==> src/rtl/au_sequencer.sv <==
// Operand/execute/store sequencer for a simple add/subtract unit.
// Optional flag latch is built only when AU_SEQ_FLAG_LATCH_EN is defined.
`timescale 1ns/1ps
module au_sequencer #(
  parameter int SETTLE_CYCLES = 2
) (
  input  logic       CLK,
  input  logic       CLR,
  input  logic       Enter,
  input  logic       Abort,
  input  logic       Op,
  input  logic [3:0] Ccout,
  output logic       InA,
  output logic       InB,
  output logic       Out,
  output logic       Clear,
  output logic       Add_Subtract,
  output logic       Busy,
  output logic       Done,
  output logic [2:0] State,
  output logic [3:0] Flags
);

  typedef enum logic [2:0] {
    S_IDLE   = 3'd0,
    S_LD_A   = 3'd1,
    S_WAIT_B = 3'd2,
    S_LD_B   = 3'd3,
    S_EXEC   = 3'd4,
    S_ST     = 3'd5,
    S_DONE   = 3'd6,
    S_CLEAR  = 3'd7
  } state_t;

  localparam logic [3:0] SETTLE_LOAD = 4'(SETTLE_CYCLES - 1);

  state_t     state_r;
  state_t     state_next_s;
  logic [3:0] cnt_r;
  logic       addsub_r;
  logic       ina_r;
  logic       inb_r;
  logic       out_r;
  logic       clear_r;
  logic       busy_r;
  logic       done_r;

  // State register
  always_ff @(posedge CLK or negedge CLR) begin
    if (!CLR) begin
      state_r <= S_IDLE;
    end else begin
      state_r <= state_next_s;
    end
  end

  // Next-state logic; Abort outranks every other transition except in IDLE
  always_comb begin
    state_next_s = state_r;
    if (Abort && (state_r != S_IDLE)) begin
      state_next_s = S_CLEAR;
    end else begin
      case (state_r)
        S_IDLE:   if (Enter) state_next_s = S_LD_A;   else state_next_s = S_IDLE;
        S_LD_A:   state_next_s = S_WAIT_B;
        S_WAIT_B: if (Enter) state_next_s = S_LD_B;   else state_next_s = S_WAIT_B;
        S_LD_B:   state_next_s = S_EXEC;
        S_EXEC:   if (cnt_r == 4'd0) state_next_s = S_ST; else state_next_s = S_EXEC;
        S_ST:     state_next_s = S_DONE;
        S_DONE:   if (Enter) state_next_s = S_CLEAR;  else state_next_s = S_DONE;
        S_CLEAR:  state_next_s = S_IDLE;
        default:  state_next_s = S_IDLE;
      endcase
    end
  end

  // Settle counter: loaded on the way into EXEC, counts down while there
  always_ff @(posedge CLK or negedge CLR) begin
    if (!CLR) begin
      cnt_r <= 4'd0;
    end else if ((state_r == S_LD_B) && (state_next_s == S_EXEC)) begin
      cnt_r <= SETTLE_LOAD;
    end else if ((state_r == S_EXEC) && (cnt_r != 4'd0)) begin
      cnt_r <= cnt_r - 4'd1;
    end else if (state_r != S_EXEC) begin
      cnt_r <= 4'd0;
    end else begin
      cnt_r <= cnt_r;
    end
  end

  // Strobes are flops decoded from the next state, so they track State without glitches
  always_ff @(posedge CLK or negedge CLR) begin
    if (!CLR) begin
      ina_r    <= 1'b0;
      inb_r    <= 1'b0;
      out_r    <= 1'b0;
      clear_r  <= 1'b0;
      busy_r   <= 1'b0;
      done_r   <= 1'b0;
      addsub_r <= 1'b0;
    end else begin
      ina_r   <= (state_next_s == S_LD_A);
      inb_r   <= (state_next_s == S_LD_B);
      out_r   <= (state_next_s == S_ST);
      clear_r <= (state_next_s == S_CLEAR);
      busy_r  <= (state_next_s inside {S_LD_A, S_LD_B, S_EXEC, S_ST, S_CLEAR});
      done_r  <= (state_next_s == S_DONE);
      if ((state_next_s == S_LD_B) && (state_r != S_LD_B)) begin
        addsub_r <= Op;
      end else if (state_next_s == S_CLEAR) begin
        addsub_r <= 1'b0;
      end else begin
        addsub_r <= addsub_r;
      end
    end
  end

  assign InA          = ina_r;
  assign InB          = inb_r;
  assign Out          = out_r;
  assign Clear        = clear_r;
  assign Busy         = busy_r;
  assign Done         = done_r;
  assign Add_Subtract = addsub_r;
  assign State        = state_r;

`ifdef AU_SEQ_FLAG_LATCH_EN
  logic [3:0] flags_r;

  // Flags sample the datapath during ST and are wiped when the sequence clears
  always_ff @(posedge CLK or negedge CLR) begin
    if (!CLR) begin
      flags_r <= 4'd0;
    end else if (state_next_s == S_CLEAR) begin
      flags_r <= 4'd0;
    end else if (state_r == S_ST) begin
      flags_r <= Ccout;
    end else begin
      flags_r <= flags_r;
    end
  end

  assign Flags = flags_r;
`else
  logic unused_ccout_s;
  assign unused_ccout_s = ^Ccout;
  assign Flags          = 4'd0;
`endif

endmodule

==> config.mk <==
export PLATFORM = sky130hd
export DESIGN_NAME = au_sequencer
export DESIGN_NICKNAME = d
export VERILOG_FILES = /design/src/rtl/au_sequencer.sv
export SDC_FILE = /design/constraint.sdc
export NUM_CORES = 1
export LEC_CHECK = 0
export CORE_MARGIN = 2
export CORE_UTILIZATION = 40
export DETAILED_ROUTE_END_ITERATION = 16
export GPL_ROUTABILITY_DRIVEN = 0
export GPL_TIMING_DRIVEN = 0
export PLACE_DENSITY = 0.81
export SETUP_SLACK_MARGIN = 0.15
export SLEW_MARGIN = 20
export SYNTH_ARGS = -nofsm -noshare
export SYNTH_HDL_FRONTEND = slang
export SYNTH_SLANG_ARGS = --single-unit
==> constraint.sdc <==
create_clock -name CLK -period 1.33 [get_ports CLK]
set_input_delay 0.266 -clock CLK [delete_from_list [all_inputs] [get_ports CLK]]
set_output_delay 0.266 -clock CLK [all_outputs]
set_load 0.02 [all_outputs]
=== Yosys cells after proc, flatten, opt, wreduce, memory -nomap -nowiden ===
Index checks and enable logic that the tools add are counted.

* Bitwise gates (word level): 0
* Multipliers: 0
* Reductions and logical operators: 11
* $add $sub $neg: 1
* Equality and inequality tests: 15
* Muxes and demuxes: 11
* Divide/modulo/power cells: 0
* $lt $le $gt $ge: 0
* Shift operators: 0

{| class="wikitable"
|+ Operators by type and width
! operator !! number
|-
| == test 3 bit (second input constant) || 8
|-
| one-hot mux 3 bit (8 select lines) || 1
|-
| 2-to-1 mux 4 bit || 3
|-
| == test 3 x 2 -> 1 bit (second input constant) || 3
|-
| == test 3 x 1 -> 1 bit (second input constant) || 2
|-
| 2-to-1 mux 1 bit || 6
|-
| nonzero test 3 bit || 2
|-
| nonzero test 5 bit || 1
|-
| logical AND 1 bit || 4
|-
| logical NOT 4 bit || 1
|-
| nonzero test 4 bit || 1
|-
| subtractor 4 x 1 -> 4 bit (second input constant) || 1
|-
| logical NOT 3 bit || 1
|-
| 2-to-1 mux 3 bit || 1
|-
| inequality test 3 x 2 -> 1 bit (second input constant) || 1
|-
| inequality test 3 bit (second input constant) || 1
|-
| nonzero test 2 bit || 1
|}

* Flip-flop bits (word level): 14
* Bits in latches: 0
* Bits in writable memories: 0
* Output and inout bits: 14
* Memories kept: 0
* Word-level logic and storage cells: 47
* Memory bits (read-only): 0

=== Longest topological paths before layout ===
Gate-level depths: netlist (run 1).

* Depth in word-level cells: 7
* Gate-level depth with buffers: 5

=== Worst setup path after synthesis (run 1) ===
Ideal clock, no wire load.

* Path kind: reg2reg
* Start: register cnt_r[0]
* End: register out_r (netlist: Out)
* Data arrival time: 1.189 ns
* Buffers on the path: 0
* Cell stages (with the launch flop): 5
* Setup time: 0.096 ns
* Required time: 1.234 ns
* Path slack: 0.045 ns
* Cells stage by stage: dfrtp_1 inv_1 ha_1 or3b_4 nor4_2

* Longest elaborated chain between the ends: 5

{| class="wikitable"
|+ Ends and longest elaborated chain
! what !! line !! source
|-
| from (decl) || 39 || <nowiki>logic [3:0] cnt_r;</nowiki>
|-
| from (signal assigned) || 84 || <nowiki>cnt_r <= cnt_r - 4'd1;</nowiki>
|-
| from (signal assigned) || 88 || <nowiki>cnt_r <= cnt_r;</nowiki>
|-
| logical NOT 4 bit || 68 || <nowiki>S_EXEC: if (cnt_r == 4'd0) state_next_s = S_ST; else state_next_s = S_EXEC;</nowiki>
|-
| 2-to-1 mux 1 bit || 68 ||
|-
| one-hot mux 3 bit (8 select lines) || 63 || <nowiki>case (state_r)</nowiki>
|-
| 2-to-1 mux 3 bit || 60 || <nowiki>if (Abort && (state_r != S_IDLE)) begin</nowiki>
|-
| == test 3 bit || 105 || <nowiki>out_r <= (state_next_s == S_ST);</nowiki>
|-
| to (signal assigned) || 105 ||
|-
| to (decl) || 43 || <nowiki>logic out_r;</nowiki>
|}

Every way passes these cells.
A chain may end at the register's enable or synchronous reset.

=== Worst setup path after layout (run 1) ===
* Start: register cnt_r[0]
* End: register cnt_r[1]

* Longest elaborated chain between the ends: 7
* Elaborated cells between the ends (all ways): 12

{| class="wikitable"
|+ Ends and longest elaborated chain
! what !! line !! source
|-
| logical NOT 4 bit || 68 ||
|-
| 2-to-1 mux 1 bit || 68 ||
|-
| one-hot mux 3 bit (8 select lines) || 63 ||
|-
| 2-to-1 mux 3 bit || 60 ||
|-
| == test 3 bit || 81 || <nowiki>end else if ((state_r == S_LD_B) && (state_next_s == S_EXEC)) begin</nowiki>
|-
| logical AND 1 bit || 81 ||
|-
| nonzero test 3 bit (no source line) / 2-to-1 mux 4 bit (equally long branches) || - ||
|}

Several ways; a longest one is shown, not always the timed one.

==> key figures, run 1 <==
CTS
  – Clock sinks: 14
  – CTS tree: done
  – Total CTS buffers: 3
  – Reg clk slew, reported paths: 0.09 ns
  – Max clock buf depth: 2
  – H-tree depth: 1
  – Clock latency on the worst-skew pair: 0.29 ns
  – Root buf cell: clkbuf_4

Die
  – Core Area: 1750 um2
  – # IOs: 23
  – Effective utilization at floorplan: 42.7%
  – Rows: 15
  – Die Wd: 47.2 um
  – Die area: 2230 um2
  – Die Height: 47.2 um

Global route
  – Grt met2 use: 30.1%
  – Initial antenna violation count: 0
  – Vias in the first global route: 578
  – GR peak layer: met2
  – First-pass GRT wire length: 2.46 mm
  – Largest net degree at the start of global routing: 15
  – Total Routing Usage GR: 16.3%
  – Grt ovf: 0
  – GRT met1 Usage: 17.1%
  – Met3 Usage GRT: 3.46%

STA
  – Slew HR: 58.8%
  – Post-Route Setup TNS: -0.0154 ns
  – Final worst slack: -0.0154 ns
  – Worst-margin pin slew: 0.616 ns
  – Max-slew violation count: 0
  – Final Hold Vio Count: 0
  – Clock skew: 0.00467 ns
  – Final setup viols: 1
  – RSZ-0062 raised after global routing: true
  – Tmin final: 1.35 ns
  – Fmax: 0.743 GHz
  – Period utilization: 101%

Yosys
  – Syn Inst Count: 71
  – Register area share after synthesis: 47.0%
  – Mapped cell area: 746 um2
  – Top post-synthesis cells by area: dfrtp_1 47%, buf_4 5.0%, a21oi_1 4.0%, nor4_2 3.4%, a2bb2o_4 2.7%
  – Yosys top cell area share: 47.0%
  – Top cell type by total area after synthesis: dfrtp_1
  – Flops & latches, synth: 14
  – Count of different cell masters after synthesis: 31
  – Synthesis Warnings: 0
  – Syn_area_per_cell: 10.5 um2

Detailed routing
  – Routed WL: 1.87 mm
  – Detail Route Antenna Nets: 0
  – Initial DRC count: 10
  – Drt wl/cell: 14.7 um
  – Vias per cell: 5.23
  – Drc violations: 0
  – DR pass1 iterations: 4
  – DR vias: 664

Setup path
  – CP startpoint kind: flop
  – Worst Path Arrival: 1.55 ns
  – Crit Path Category: reg2reg
  – CP endpoint kind: flop
  – Critical path required time: 1.53 ns
  – Crit path max fanout: 3

Placed design
  – Port bufs: 14
  – Dpl cell area: 948 um2
  – Post-DP HPWL: 1.07 mm

Status
  – Failing checks: negative setup slack
  – Status: finished with violations

Finish
  – Design area: 1090 um2
  – Leading cell type in the layout, fill and taps excluded: buf_4
  – # diodes: 0
  – # nets final: 113
  – FILL cells: 128
  – Area Overhead vs Synth: 46.1%
  – Commonest cells after routing, fill and taps aside: 14 x buf_4, 12 x dfrtp_1, 9 x buf_2
  – Share of layout cells above drive strength 1: 51.0%
  – Finished Core Util: 62.4%

Power
  – Power, Total: 0.00191 W
  – LEAKAGE: 0.501 nW
  – Worst VDD drop: 0.000958 V
  – Power per cell area: 1750 nW/um2

Job
  – Max-Cap Viols: 0

Worst hold path
  – Hold WC Path Type: in2async
-- flip-flops by register name (all words and copies together), names as in the netlist --
register,count
Clear,1
Busy,1
InA,1
Out,1
cnt_r,4
Add_Subtract,1
Done,1
InB,1
State,3
-- per-layer routing --
metal  vias up  part of all wire (%)
met1       315                    41
met3         8                   5.2
li1        303                     -
met4         0                   2.5
met5         -                     0
met2        38                    52
-- Yosys cell counts, drive strengths merged --
library cell,count
a211oi,2
a21o,1
a21oi,6
a22o,2
a2bb2o,1
buf,7
conb,1
dfrtp,14
ha,1
inv,5
mux2i,1
nand2,3
nand2b,3
nand3b,1
nor2,5
nor2b,1
nor3,3
nor3b,1
nor4,4
o21ai,3
o22a,1
o2bb2ai,1
or2b,1
or3b,1
xnor2,2
-- final cells by class --
| class | count | area [um2] | share of cell area [%] |
|---|---|---|---|
| Tap cell | 25 | 31.3 | 2.87 |
| Inverter | 5 | 18.8 | 1.72 |
| Buffer | 7 | 53.8 | 4.94 |
| Clock buffer | 4 | 36.3 | 3.33 |
| Sequential cell | 14 | 353 | 32.4 |
| Timing Repair Buffer | 24 | 179 | 16.4 |
| Multi-Input combinational cell | 48 | 418 | 38.3 |
-- power by group --
part | switching, W | total (W) | internal, W | leakage, nW
registers | 0.0000638 | 0.000575 | 0.000511 | 0.177
logic | 0.000567 | 0.00102 | 0.000455 | 0.303
clock network | 0.000142 | 0.000309 | 0.000167 | 0.0210
total | 0.000772 | 0.00191 | 0.00113 | 0.501
-- path summary, 6_finish.rpt --
path                                     startpoint                       end  slack [ns]  depth (start not counted)
setup / recovery               cnt_r[0]$_DFFE_PN0P_      cnt_r[1]$_DFFE_PN0P_       -0.02                          4
hold / removal                                  CLR             InB$_DFF_PN0_        0.36                          1
setup reg to reg               cnt_r[0]$_DFFE_PN0P_      cnt_r[1]$_DFFE_PN0P_       -0.02                          4
hold reg to reg            Add_Subtract$_DFFE_PN0P_  Add_Subtract$_DFFE_PN0P_        0.51                          1
max in group asynchronous                       CLR        State[2]$_DFF_PN0_        0.53                          1
min in group CLK           Add_Subtract$_DFFE_PN0P_  Add_Subtract$_DFFE_PN0P_        0.51                          1
-- stage by stage --
stage	setup WS (ns)	hold slack (ns)	cells
after CTS	0.00761	0.380	122
after floorplan	0.109	-0.0296	74
after global routing	-0.0527	0.408	127
after detailed placement	-0.220	0.489	113
final	-0.0154	0.358	127
after global placement	-0.198	0.482	113
-- cell families after synthesis --
family | count (synthesis) | synth area share [%]
compound gates | 17 | 17.6
xor+xnor | 2 | 2.35
fa+ha+maj | 1 | 1.68
buf+inv | 12 | 8.89
flops | 14 | 47.0
mux | 1 | 1.34
other cells | 1 | 0.503
simple gates | 23 | 20.6
-- critical path, cell delays in order, from the launching register on --
cell and delay [ns]:
dfrtp_1 0.40, inv_2 0.09, ha_4 0.14, or3b_4 0.42, a211oi_2 0.21
-- repair_timing --
| action | 4_1_cts | 5_1_grt |
|---|---|---|
| endpoints found under the hold margin | 0 | 0 |
| gates resized for setup | 40 | 16 |
| setup buffers | 5 | 5 |
| endpoints found under the setup margin | 16 | 13 |
| hold buffers | 0 | 0 |
| pin swaps | 3 | 0 |
Power figures use the tool's default switching activity.
==> inputs of run 2 (changes only) <==
--- a/config.mk
+++ b/config.mk
@@ -11,7 +11,7 @@
 export GPL_ROUTABILITY_DRIVEN = 0
 export GPL_TIMING_DRIVEN = 0
 export PLACE_DENSITY = 0.81
-export SETUP_SLACK_MARGIN = 0.15
+export SETUP_SLACK_MARGIN = 0.1
 export SLEW_MARGIN = 20
 export SYNTH_ARGS = -nofsm -noshare
 export SYNTH_HDL_FRONTEND = slang
==> run 2 against run 1 <==
Compared with the run above: the flow now finishes without violations; highest routed layer unchanged; critical path depth shrank 1; cell count down 3.9%; wire length fell by 19%; first-iteration DRC count down 20%; combinational power fell by 15%; worst hold slack worse by 0.0072 ns; clock power about the same; utilization fell by 4.3 points; non-clock buffer count down 5; setup slack improved by 0.020 ns; maximum frequency is 1.5% higher; critical endpoint is now State[0]$_DFF_PN0_.
==> key figures, run 2 (synthesized netlist as in run 1, its figures left out) <==
Status
  – Status: completed (was finished with violations)

Global route
  – Initial antenna violation count: 0 (unchanged)
  – Total Routing Usage GR: 15.7% (was 16.3%)
  – First-pass GRT wire length: 2.31 mm (was 2.46 mm)
  – Largest net degree at the start of global routing: 15 (unchanged)
  – Grt ovf: 0 (unchanged)
  – Vias in the first global route: 526 (was 578)

Detailed routing
  – Drc violations: 0 (unchanged)
  – Drt wl/cell: 12.4 um (was 14.7 um)
  – DR vias: 604 (was 664)
  – Detail Route Antenna Nets: 0 (unchanged)
  – DR pass1 iterations: 4 (unchanged)
  – Routed WL: 1.51 mm (was 1.87 mm)
  – Initial DRC count: 8 (was 10)
  – Vias per cell: 4.95 (was 5.23)

Setup path
  – Crit Path Category: reg2reg (unchanged)
  – Critical path required time: 1.48 ns (was 1.53 ns)
  – CP endpoint kind: flop (unchanged)
  – Crit path max fanout: 10 (was 3)
  – Worst Path Arrival: 1.48 ns (was 1.55 ns)
  – CP startpoint kind: flop (unchanged)

CTS
  – H-tree depth: 1 (unchanged)
  – Clock latency on the worst-skew pair: 0.29 ns (about the same)
  – Clock sinks: 14 (unchanged)
  – Reg clk slew, reported paths: 0.08 ns (was 0.09 ns)
  – Root buf cell: clkbuf_4 (unchanged)
  – # hold bufs at CTS: 0 (unchanged)
  – CTS tree: done (unchanged)
  – Total CTS buffers: 3 (unchanged)
  – Max clock buf depth: 2 (unchanged)

Placed design
  – Port bufs: 14 (unchanged)
  – Placed insts: 113 (unchanged)
  – Post-DP HPWL: 1.03 mm (was 1.07 mm)

Die
  – Rows: 15 (unchanged)
  – Effective utilization at floorplan: 42.7% (unchanged)
  – # IOs: 23 (unchanged)
  – Core Area: 1750 um2 (unchanged)
  – Die area: 2230 um2 (unchanged)
  – Die Height: 47.2 um (unchanged)
  – Die Wd: 47.2 um (unchanged)

Finish
  – Cell Count, Final, Fillers Out: 122 (was 127)
  – Reg with most FFs: cnt_r (unchanged)
  – Share of layout cells above drive strength 1: 40.2% (was 51.0%)
  – Commonest cells after routing, fill and taps aside: 13 x dfrtp_1, 11 x buf_4, 6 x a21oi_1 (was 14 x buf_4, 12 x dfrtp_1, 9 x buf_2)
  – FILL cells: 149 (was 128)
  – # diodes: 0 (unchanged)
  – Max FFs per register: 4 (unchanged)
  – Finished Core Util: 58.1% (was 62.4%)
  – # nets final: 108 (was 113)
  – Area Overhead vs Synth: 36.1% (was 46.1%)
  – Leading cell type in the layout, fill and taps excluded: dfrtp_1 (was buf_4)

STA
  – Slew HR: 59.7% (was 58.8%)
  – Period utilization: 99.7% (was 101%)
  – Clock skew: 0.00383 ns (was 0.00467 ns)
  – Tmin final: 1.33 ns (was 1.35 ns)
  – Worst-margin pin slew: 0.603 ns (was 0.616 ns)
  – Max-slew violation count: 0 (unchanged)
  – RSZ-0062 raised after global routing: true (unchanged)
  – Fmax: 0.754 GHz (was 0.743 GHz)
  – Final Hold Vio Count: 0 (unchanged)
  – Final setup viols: 0 (was 1)
  – Post-Route Setup TNS: 0 ns (was -0.0154 ns)

Power
  – Power per cell area: 1720 nW/um2 (was 1750 nW/um2)
  – LEAKAGE: 0.459 nW (was 0.501 nW)
  – Worst VDD drop: 0.000628 V (was 0.000958 V)
  – Power, Total: 0.00175 W (was 0.00191 W)

Job
  – Max-Cap Viols: 0 (unchanged)

Worst hold path
  – Hold WC Path Type: in2async (unchanged)
run 2: cell count changes in the layout (fill, tap and decap cells not counted), moves of 2 or more:
cell / change
clkbuf_2: +3
buf_2: -5
nor3_2: -2
clkdlybuf4s15_1: +2
buf_6: -2
nor4_4: -2
nor3_1: +2
buf_4: -3
run 2: cell type report:
cell class | instances | area [um2] | area share, %
repair buffers | 19 | 149 | 14.7
clock buffers | 4 | 36.3 | 3.58
well taps | 25 | 31.3 | 3.08
inverters | 5 | 18.8 | 1.85
plain buffers | 7 | 50.0 | 4.93
flip-flops and latches | 14 | 352 | 34.6
multi-input cells | 48 | 378 | 37.2
run 2: metal layers:
metal	share of wire [%]	track usage, %	vias to the layer above	wire (um)
li1	-	-	291	-
met1	45	18.3	287	680
met2	46	24.7	21	701
met3	5.1	3.85	5	77
met4	3.5	11.7	0	53
met5	0	0	-	0
run 2: metrics by stage:
stage	instance area [um2]	hold WS, ns	setup slack [ns]
2_1_floorplan	774	-0.0296	0.109
3_3_place_gp	946	0.484	-0.210
3_5_place_dp	946	0.503	-0.218
4_1_cts	1020	0.373	0.0265
5_1_grt	1010	0.413	-0.0474
6_report	1010	0.351	0.00415
run 2: worst paths after layout:
path | startpoint | cells after the start | endpoint | slack, ns
min | CLR | 1 | InA$_DFF_PN0_ | 0.35
max | State[1]$_DFF_PN0_ | 3 | State[0]$_DFF_PN0_ | 0.004
min reg2reg | Add_Subtract$_DFFE_PN0P_ | 1 | Add_Subtract$_DFFE_PN0P_ | 0.51
min in group CLK | Add_Subtract$_DFFE_PN0P_ | 1 | Add_Subtract$_DFFE_PN0P_ | 0.51
max in group asynchronous | CLR | 1 | State[0]$_DFF_PN0_ | 0.56
max reg2reg | State[1]$_DFF_PN0_ | 3 | State[0]$_DFF_PN0_ | 0.004
run 2: worst max-delay path: stages (launching register included):
cell and delay (ns):
dfrtp_1 0.42, buf_2 0.21, nor4_1 0.45, a211oi_1 0.11
run 2: repair_timing:
action,CTS,global route
setup endpoints to repair,16,13
buffers inserted,3,2
pin swaps,1,2
resized for setup,31,9
run 2: report_power, final:
group	switching, W	internal [W]
sequential	0.0000655	0.000509
combinational	0.000477	0.000390
clock	0.000141	0.000167
total	0.000684	0.00107
